File: src/rtl/tm1637_rx_if.sv
// tm1637_rx_if: bus pads, ack control and byte output of the receiver.
// slave = receiver side, master = bus/host side.
interface tm1637_rx_if #(
  parameter int IDX_W = 4
);
  logic             scl_in;
  logic             sda_in;
  logic             ack_en;
  logic             sda_en;
  logic [7:0]       data_out;
  logic             data_valid;
  logic [IDX_W-1:0] byte_index;
  logic             start_det;
  logic             stop_det;
  logic             frame_err;
  logic             busy;

  modport slave (
    input  scl_in, sda_in, ack_en,
    output sda_en, data_out, data_valid, byte_index,
    output start_det, stop_det, frame_err, busy
  );

  modport master (
    output scl_in, sda_in, ack_en,
    input  sda_en, data_out, data_valid, byte_index,
    input  start_det, stop_det, frame_err, busy
  );
endinterface

File: src/rtl/tm1637_rx.sv
// tm1637_rx: TM1637 target receiver, LSB-first bytes, drives ACK slot.
// Ports: clk, rst_n, bus (scl/sda in, sda_en out, byte + event pulses).
module tm1637_rx #(
  parameter int SYNC_STAGES = 2,
  parameter int IDX_W       = 4
) (
  input  logic        clk,
  input  logic        rst_n,
  tm1637_rx_if.slave  bus
);

  typedef enum logic [1:0] {
    IDLE, BITS, ACK_DRIVE, ACK_HOLD
  } state_t;

  logic [SYNC_STAGES-1:0] scl_s, sda_s;
  logic scl_h, sda_h;
  logic scl_v, sda_v;

  always_ff @(posedge clk or negedge rst_n) begin
    if (!rst_n) begin
      scl_s <= '1;
      sda_s <= '1;
      scl_h <= 1'b1;
      sda_h <= 1'b1;
    end else begin
      scl_s <= {scl_s[SYNC_STAGES-2:0], bus.scl_in};
      sda_s <= {sda_s[SYNC_STAGES-2:0], bus.sda_in};
      scl_h <= scl_v;
      sda_h <= sda_v;
    end
  end

  assign scl_v = scl_s[SYNC_STAGES-1];
  assign sda_v = sda_s[SYNC_STAGES-1];

  logic scl_rise, scl_fall, scl_same;
  logic start, stop;

  assign scl_rise = scl_v & ~scl_h;
  assign scl_fall = ~scl_v & scl_h;
  assign scl_same = ~(scl_v ^ scl_h);
  assign start = scl_v & scl_same & sda_h & ~sda_v;
  assign stop  = scl_v & scl_same & ~sda_h & sda_v;

  state_t           state, state_n;
  logic [2:0]       cnt, cnt_n;
  // pend: a rise was taken for the current bit; the count
  // only advances on its matching fall, so the SCL rise of
  // a STOP/repeated START is never counted as a data bit.
  logic             pend, pend_n;
  logic [7:0]       sh, sh_n;
  logic [IDX_W-1:0] bc, bc_n;
  logic [7:0]       dout, dout_n;
  logic             dv, dv_n;
  logic [IDX_W-1:0] bi, bi_n;
  logic             st, st_n;
  logic             sp, sp_n;
  logic             fe, fe_n;
  logic             bsy, bsy_n;
  logic             sen, sen_n;

  always_ff @(posedge clk or negedge rst_n) begin
    if (!rst_n) begin
      state <= IDLE;
      cnt   <= '0;
      pend  <= 1'b0;
      sh    <= '0;
      bc    <= '0;
      dout  <= '0;
      dv    <= 1'b0;
      bi    <= '0;
      st    <= 1'b0;
      sp    <= 1'b0;
      fe    <= 1'b0;
      bsy   <= 1'b0;
      sen   <= 1'b0;
    end else begin
      state <= state_n;
      cnt   <= cnt_n;
      pend  <= pend_n;
      sh    <= sh_n;
      bc    <= bc_n;
      dout  <= dout_n;
      dv    <= dv_n;
      bi    <= bi_n;
      st    <= st_n;
      sp    <= sp_n;
      fe    <= fe_n;
      bsy   <= bsy_n;
      sen   <= sen_n;
    end
  end

  always_comb begin
    state_n = state;
    cnt_n   = cnt;
    pend_n  = pend;
    sh_n    = sh;
    bc_n    = bc;
    dout_n  = dout;
    dv_n    = 1'b0;
    bi_n    = bi;
    st_n    = 1'b0;
    sp_n    = 1'b0;
    fe_n    = 1'b0;
    bsy_n   = bsy;
    sen_n   = sen;
    if (start) begin
      st_n    = 1'b1;
      fe_n    = (cnt != 3'd0);
      cnt_n   = '0;
      pend_n  = 1'b0;
      sh_n    = '0;
      bc_n    = '0;
      sen_n   = 1'b0;
      bsy_n   = 1'b1;
      state_n = BITS;
    end else if (stop && state != IDLE) begin
      sp_n    = 1'b1;
      fe_n    = (cnt != 3'd0);
      cnt_n   = '0;
      pend_n  = 1'b0;
      sen_n   = 1'b0;
      bsy_n   = 1'b0;
      state_n = IDLE;
    end else begin
      unique case (state)
        IDLE: ;
        BITS: begin
          if (scl_rise) begin
            sh_n[cnt] = sda_v;
            pend_n    = 1'b1;
            if (cnt == 3'd7) begin
              dout_n  = {sda_v, sh[6:0]};
              dv_n    = 1'b1;
              bi_n    = bc;
              cnt_n   = '0;
              pend_n  = 1'b0;
              state_n = ACK_DRIVE;
            end
          end else if (scl_fall && pend) begin
            cnt_n  = cnt + 3'd1;
            pend_n = 1'b0;
          end
        end
        ACK_DRIVE: begin
          if (scl_fall) begin
            sen_n   = bus.ack_en;
            state_n = ACK_HOLD;
          end
        end
        ACK_HOLD: begin
          if (scl_fall) begin
            sen_n   = 1'b0;
            cnt_n   = '0;
            if (bc != '1) bc_n = bc + IDX_W'(1);
            state_n = BITS;
          end
        end
        default: state_n = IDLE;
      endcase
    end
  end

  assign bus.sda_en     = sen;
  assign bus.data_out   = dout;
  assign bus.data_valid = dv;
  assign bus.byte_index = bi;
  assign bus.start_det  = st;
  assign bus.stop_det   = sp;
  assign bus.frame_err  = fe;
  assign bus.busy       = bsy;

endmodule
File: src/flat_wrapper.sv
// flat-port wrapper written by rule: the top's interface ports become plain ports
module tm1637_rx_flat 
#(
  parameter int SYNC_STAGES = 2,
  parameter int IDX_W       = 4
)
  (clk, rst_n, bus_scl_in, bus_sda_in, bus_ack_en, bus_sda_en, bus_data_out, bus_data_valid, bus_byte_index, bus_start_det, bus_stop_det, bus_frame_err, bus_busy);
  tm1637_rx_if #(.IDX_W(IDX_W)) bus_i ();
  input  logic clk;
  input  logic rst_n;
  input wire logic [$bits(bus_i.scl_in)-1:0] bus_scl_in;
  input wire logic [$bits(bus_i.sda_in)-1:0] bus_sda_in;
  input wire logic [$bits(bus_i.ack_en)-1:0] bus_ack_en;
  output wire logic [$bits(bus_i.sda_en)-1:0] bus_sda_en;
  output wire logic [$bits(bus_i.data_out)-1:0] bus_data_out;
  output wire logic [$bits(bus_i.data_valid)-1:0] bus_data_valid;
  output wire logic [$bits(bus_i.byte_index)-1:0] bus_byte_index;
  output wire logic [$bits(bus_i.start_det)-1:0] bus_start_det;
  output wire logic [$bits(bus_i.stop_det)-1:0] bus_stop_det;
  output wire logic [$bits(bus_i.frame_err)-1:0] bus_frame_err;
  output wire logic [$bits(bus_i.busy)-1:0] bus_busy;
  assign bus_i.scl_in = bus_scl_in;
  assign bus_i.sda_in = bus_sda_in;
  assign bus_i.ack_en = bus_ack_en;
  assign bus_sda_en = bus_i.sda_en;
  assign bus_data_out = bus_i.data_out;
  assign bus_data_valid = bus_i.data_valid;
  assign bus_byte_index = bus_i.byte_index;
  assign bus_start_det = bus_i.start_det;
  assign bus_stop_det = bus_i.stop_det;
  assign bus_frame_err = bus_i.frame_err;
  assign bus_busy = bus_i.busy;
  tm1637_rx #(.SYNC_STAGES(SYNC_STAGES), .IDX_W(IDX_W)) u_core (.clk(clk), .rst_n(rst_n), .bus(bus_i));
endmodule
File: config.mk
export PLATFORM = sky130hd
export DESIGN_NAME = tm1637_rx_flat
export DESIGN_NICKNAME = d
export VERILOG_FILES = /design/src/rtl/tm1637_rx_if.sv /design/src/rtl/tm1637_rx.sv /design/src/flat_wrapper.sv
export SDC_FILE = /design/constraint.sdc
export NUM_CORES = 1
export LEC_CHECK = 0
export CORE_ASPECT_RATIO = 1.5
export CORE_UTILIZATION = 35
export DETAILED_ROUTE_END_ITERATION = 8
export MAX_ROUTING_LAYER = met4
export SYNTH_ARGS = -nofsm -noshare
export SYNTH_HDL_FRONTEND = slang
export SYNTH_SLANG_ARGS = --single-unit
File: constraint.sdc
create_clock -name clk -period 2.75 [get_ports clk]
set_input_delay 0.6875 -clock clk [delete_from_list [all_inputs] [get_ports clk]]
set_output_delay 0.6875 -clock clk [all_outputs]
set_load 0.03 [all_outputs]
# Word level (Yosys, flattened, before mapping)

Index checks and enable logic that the tools add are counted.

Register bits: 42
Bits in latches: 0
Bits in writable memories: 0
Bits in read-only memories: 0
Bits of input ports: 5
Output and inout bits: 18
Logic and storage cells: 120
Memories: 0

$add $sub $neg: 2
$mul: 0
Div/mod/pow operators: 0
Order comparisons: 2
Equal/unequal tests: 12
Shift operators: 0
Multiplexer cells: 49
Bitwise gates (word level): 15
Reductions and logical operators: 23

Operators by type and width:

| operator                                                    | count |
|---|---|
| two-way mux 8 bit                                           | 4 |
| two-way mux 1 bit                                           | 23 |
| two-way mux 4 bit                                           | 5 |
| two-way mux 3 bit                                           | 6 |
| != test 4 x 1 -> 1 bit (second input constant)              | 4 |
| nonzero test 2 bit                                          | 7 |
| two-way mux 2 bit                                           | 6 |
| nonzero test 4 bit                                          | 3 |
| AND reduction 5 bit                                         | 2 |
| bitwise mux 8 bit                                           | 1 |
| AND reduction 4 bit                                         | 2 |
| AND 1 bit                                                   | 7 |
| inverter 1 bit                                              | 7 |
| case mux 2 bit (3 select lines)                             | 1 |
| case mux 3 bit (2 select lines)                             | 1 |
| AND reduction 3 bit                                         | 2 |
| nonzero test 3 bit                                          | 2 |
| != test 5 x 1 -> 1 bit (second input constant)              | 1 |
| != test 5 bit (second input constant)                       | 1 |
| nonzero test 5 bit                                          | 1 |
| adder 4 x 1 -> 4 bit (second input constant)                | 1 |
| == test 2 bit (second input constant)                       | 2 |
| less-than comparator 3 x 4 -> 1 bit (second input constant) | 1 |
| != test 4 bit (second input constant)                       | 1 |
| 10 further kinds                                            | 12 |

# Logic depth before layout (Yosys ltp)

Depth in word-level cells: 9
Mapped depth: 8
Depth with buffers taken out: 7

# Least setup slack after synthesis

No wires, ideal clock.

Path kind: reg-to-reg
Start: register u_core.scl_h
End: register u_core.bc[3]
Library setup time: 77 ps
Data arrival time: 1528 ps
Required time: 2673 ps
Path slack: 1145 ps
Stages on the path, launching flop included: 9
Path buffers: 2
Period minus slack after synthesis: 1605 ps
Cell sequence: dfstp_2 > buf_4 > and2_1 > buf_6 > nand3_4 > clkinv_4 > a21oi_2 > or3_1 > a21oi_1

Cells in the longest elaborated chain, start to end: 8
Elaborated cells between the ends (all ways): 15
Classes of those cells: 1 x eq/ne; 1 x mux; 8 x bitwise; 5 x reduce/logical

RTL lines:

| what                                    | line                             | source |
|---|---|---|
| from (decl)                             | tm1637_rx.sv:17                  | `logic scl_h, sda_h;` |
| from (signal assigned)                  | tm1637_rx.sv:29                  | `scl_h <= scl_v;` |
| bitwise XOR 1 bit                       | tm1637_rx.sv:42                  | `assign scl_same = ~(scl_v ^ scl_h);` |
| inverter 1 bit                          | tm1637_rx.sv:42                  |  |
| AND 1 bit                               | tm1637_rx.sv:43, tm1637_rx.sv:44 |  |
| AND 1 bit (2 in a row)                  | tm1637_rx.sv:44                  | `assign stop = scl_v & scl_same & ~sda_h & sda_v;` |
| logical AND 1 bit                       | tm1637_rx.sv:119                 | `end else if (stop && state != IDLE) begin` |
| != test 2 x 1 -> 1 bit (no source line) | --                               |  |
| AND reduction 4 bit (no source line)    | --                               |  |
| to (signal assigned)                    | tm1637_rx.sv:83                  | `bc <= bc_n;` |
| to (decl)                               | tm1637_rx.sv:53                  | `logic [IDX_W-1:0] bc, bc_n;` |

Parallel ways exist; a longest one is shown, timed or not.
A chain may end at the register's enable or synchronous reset.

# Final worst setup path

Start: register u_core.sen (netlist: u_core.bus.sda_en)
End: output port bus_sda_en

RTL lines:

| what                   | line               | source |
|---|---|---|
| from (decl)            | tm1637_rx.sv:61    | `logic sen, sen_n;` |
| from (signal assigned) | tm1637_rx.sv:91    | `sen <= sen_n;` |
| to (decl)              | flat_wrapper.sv:14 | `output wire logic [$bits(bus_i.sda_en)-1:0] bus_sda_en;` |

No word-level cell between the ends.

==> metrics.cfg <==
[detailed_routing]
finalWirelength_mm = 3.65
avgViaCountPerCell = 5.24
dr.pass1.iters = 4
post-route-drc-count = 0
antenna_left = 0
vias = 1314
drt_iter0_drc = 67
drt-wirelength-per-cell_um = 14.5

[synth]
ys_seq_area_share_pct = 54.7
synth.area.top_cells = dfrtp_1, dfstp_2, mux2_4
ys_warn_count = 0
post-synth-top-area-cell = dfrtp_1
synth_cells = 161
synth_seq_cells = 41
synth_top_area_share_pct = 46.4
syn_area_um2 = 1890
netlist-cell-type-count = 44
async_flop_share_pct = 100
syn-num-nets = 170
ys.flop_type = dfrtp_1
synth_edf_count = 0
synth.avg_cell_area_um2 = 11.7

[hold_path]
holdCritPathClass = reg -> reg

[power_and_ir_drop]
internal_power_mw = 0.934
power_frac_seq_pct = 54.1
swShare_pct = 27.8
pwr-share-comb_pct = 13.0
power.switching_mw = 0.360
power.density_nw_per_um2 = 577
p_clk_share_pct = 33.0
p_leak_nw = 1.04
peakVddDrop_mv = 0.302

[worst_setup_path]
required_ns = 2.06
cp_data_arrival_time_ns = 1.34
crit_fanout = 3
start_kind = flop
r2r_slack_ns = 0.89
cp_top_family = buffers and inverters
cpMaxStageDelayCell = clkdlybuf4s50_1
cp_num_buf_inv = 1
path_cells = clkdlybuf4s50_1
worstSetupPathType = reg -> out
end_kind = output pin
slowest_delay_ns = 0.68

[clock_tree]
cts_resized = 0
h-tree-depth = 2
cts.sinks = 41
postCtsSetupBuffers = 0
holdBufCountCts = 0
path_clk_slew_ns = 0.07
cts-buffers-inserted = 5
clk-insertion-delay-late_ns = 0.29
cts_root_buffer = clkbuf_8
cts_tree = yes
clk_path_buf_depth = 2

[layout]
drive_gt1_share_pct = 19.7
regArea_um2 = 1030
final_cells = 251
diodes = 0
final_area_um2 = 2240
fin_nets = 191
multiInputGateArea_um2 = 766
area_growth_pct = 18.5
fillers = 487

[sta]
rsz0062_at_grt = no
finalCritPeriodShare_pct = 73.7
min_period_ns = 2.03
tns_ns = 0
worst_clock_skew_ns = 0.00390
finalHoldViolCount = 0
relSlewSlack_pct = 41.5
setup_ws_ns = 0.724
slew_viol_final = 0
holdWs_ns = 0.357
max_freq_mhz = 494
worst_slew_pin_slew_ns = 0.878
setup_viol = 0

[floorplan]
start_util_pct = 36.6
rows = 32
die_h_um = 92.0
io_pins = 23
core_um2 = 5160
floorplan.die_area_um2 = 5700
die_w_um = 62.0

[placed_design]
io_buffer_count = 22
postPlaceCellArea_um2 = 2140
dp.final_hpwl_mm = 2.67
routabilityCongestion = 0.872
placedCellCount = 243
pre_cts_ws_ns = 0.903

[grt]
grt_pass1_wl_mm = 6.33
grt_pass1_vias = 1377
grt_max_degree = 42
grt-ovfl-total = 0
track_usage_pct = 15.6
antenna_found_initial = 0

[run_status]
status = finished, final reports clean

[run]
max-cap-violations = 0

power groups by stage:
stage               combinational [mW]  sequential (mW)  clock [mW]
detailed placement               0.171            0.708           0
CTS                              0.172            0.696       0.443
finish                           0.168            0.699       0.426
global placement                 0.161            0.705           0
global route                     0.191            0.705       0.469
floorplan                        0.131            0.688           0
final timing paths:
kind                                                     from                        endpoint  cells after the start
worst min-delay path                u_core.sda_s[0]$_DFF_PN1_       u_core.sda_s[1]$_DFF_PN1_                      0
max in group asynchronous                               rst_n        u_core.bc[3]$_DFFE_PN0P_                      1
min in group asynchronous                               rst_n  u_core.bus.frame_err$_DFF_PN0_                      1
worst max-delay path            u_core.bus.sda_en$_DFFE_PN0P_                      bus_sda_en                      1
worst min register to register      u_core.sda_s[0]$_DFF_PN1_       u_core.sda_s[1]$_DFF_PN1_                      0
worst max register to register      u_core.scl_s[1]$_DFF_PN1_        u_core.sh[3]$_DFFE_PN0P_                      5
cells in the mapped netlist (all sizes together), types with 2 or more instances:
master	n
mux2i	4
nand4	2
a22o	2
o311ai	6
dfrtp	35
ha	4
o21ai	11
and3	2
nor3	3
clkinv	2
nand3	7
o41ai	6
dfstp	6
mux2	11
a21oi	8
nand2b	3
buf	6
nor2	2
inv	7
clkbuf	2
nand2	21
metal layers:
layer  vias up  track usage [%]  share of wire [%]
li1        620                -                  -
met1       644             16.5                 38
met2        42             26.2                 56
met3         8             3.10                3.6
met4         0             8.15                2.5
met5         -                -                  0
layout by cell type, fill, tap and decap left out, types with 2 or more instances in the layout:
cell type        synthesis  final
a21oi_1                  7      7
a22o_1                   2      2
clkbuf_8                 0      7
clkdlybuf4s50_1          0     21
dfrtp_1                 35     35
dfstp_2                  6      6
ha_1                     4      4
inv_1                    7      7
mux2_2                   5      5
mux2_4                   6      6
mux2i_1                  4      4
nand2_1                 18     18
nand2_2                  2      2
nand2b_1                 3      3
nand3_1                  6      6
nand4_1                  2      2
nor2_1                   2      2
nor3_1                   3      3
o21ai_0                 10     10
o311ai_0                 2      2
o311ai_1                 4      4
o41ai_1                  6      6
layout make-up:
cell class	instances	area share (%)
clock buffers	7	4.30
clock inverters	1	0.223
inverters	9	1.73
multi-input cells	103	34.2
flip-flops and latches	41	46.1
well taps	68	3.80
repair buffers	22	9.61
state kept, by name (all words and copies together) (netlist names), 2 cells and up:
| signal | cells |
|---|---|
| u_core.scl_s | 2 |
| u_core.bc | 4 |
| u_core.sda_s | 2 |
| u_core.cnt | 3 |
| u_core.state | 2 |
| u_core.bus.byte_index | 4 |
| u_core.bus.data_out | 8 |
| u_core.sh | 7 |
kinds of logic after synthesis:
kind of cell | share of synthesized area [%]
compound gates | 13.6
mux | 9.87
fa+ha+maj | 2.65
xor+xnor | 0.464
buf+inv | 4.77
simple gates | 14.0
flops | 54.7
stage by stage:
| step | power, mW | utilization, % |
|---|---|---|
| floorplan | 0.819 | - |
| global route | 1.37 | 43.4 |
| CTS | 1.31 | 43.4 |
| finish | 1.29 | 43.4 |
| detailed placement | 0.879 | 41.4 |
| global placement | 0.866 | 41.4 |
(Power assumes the default switching activity.)
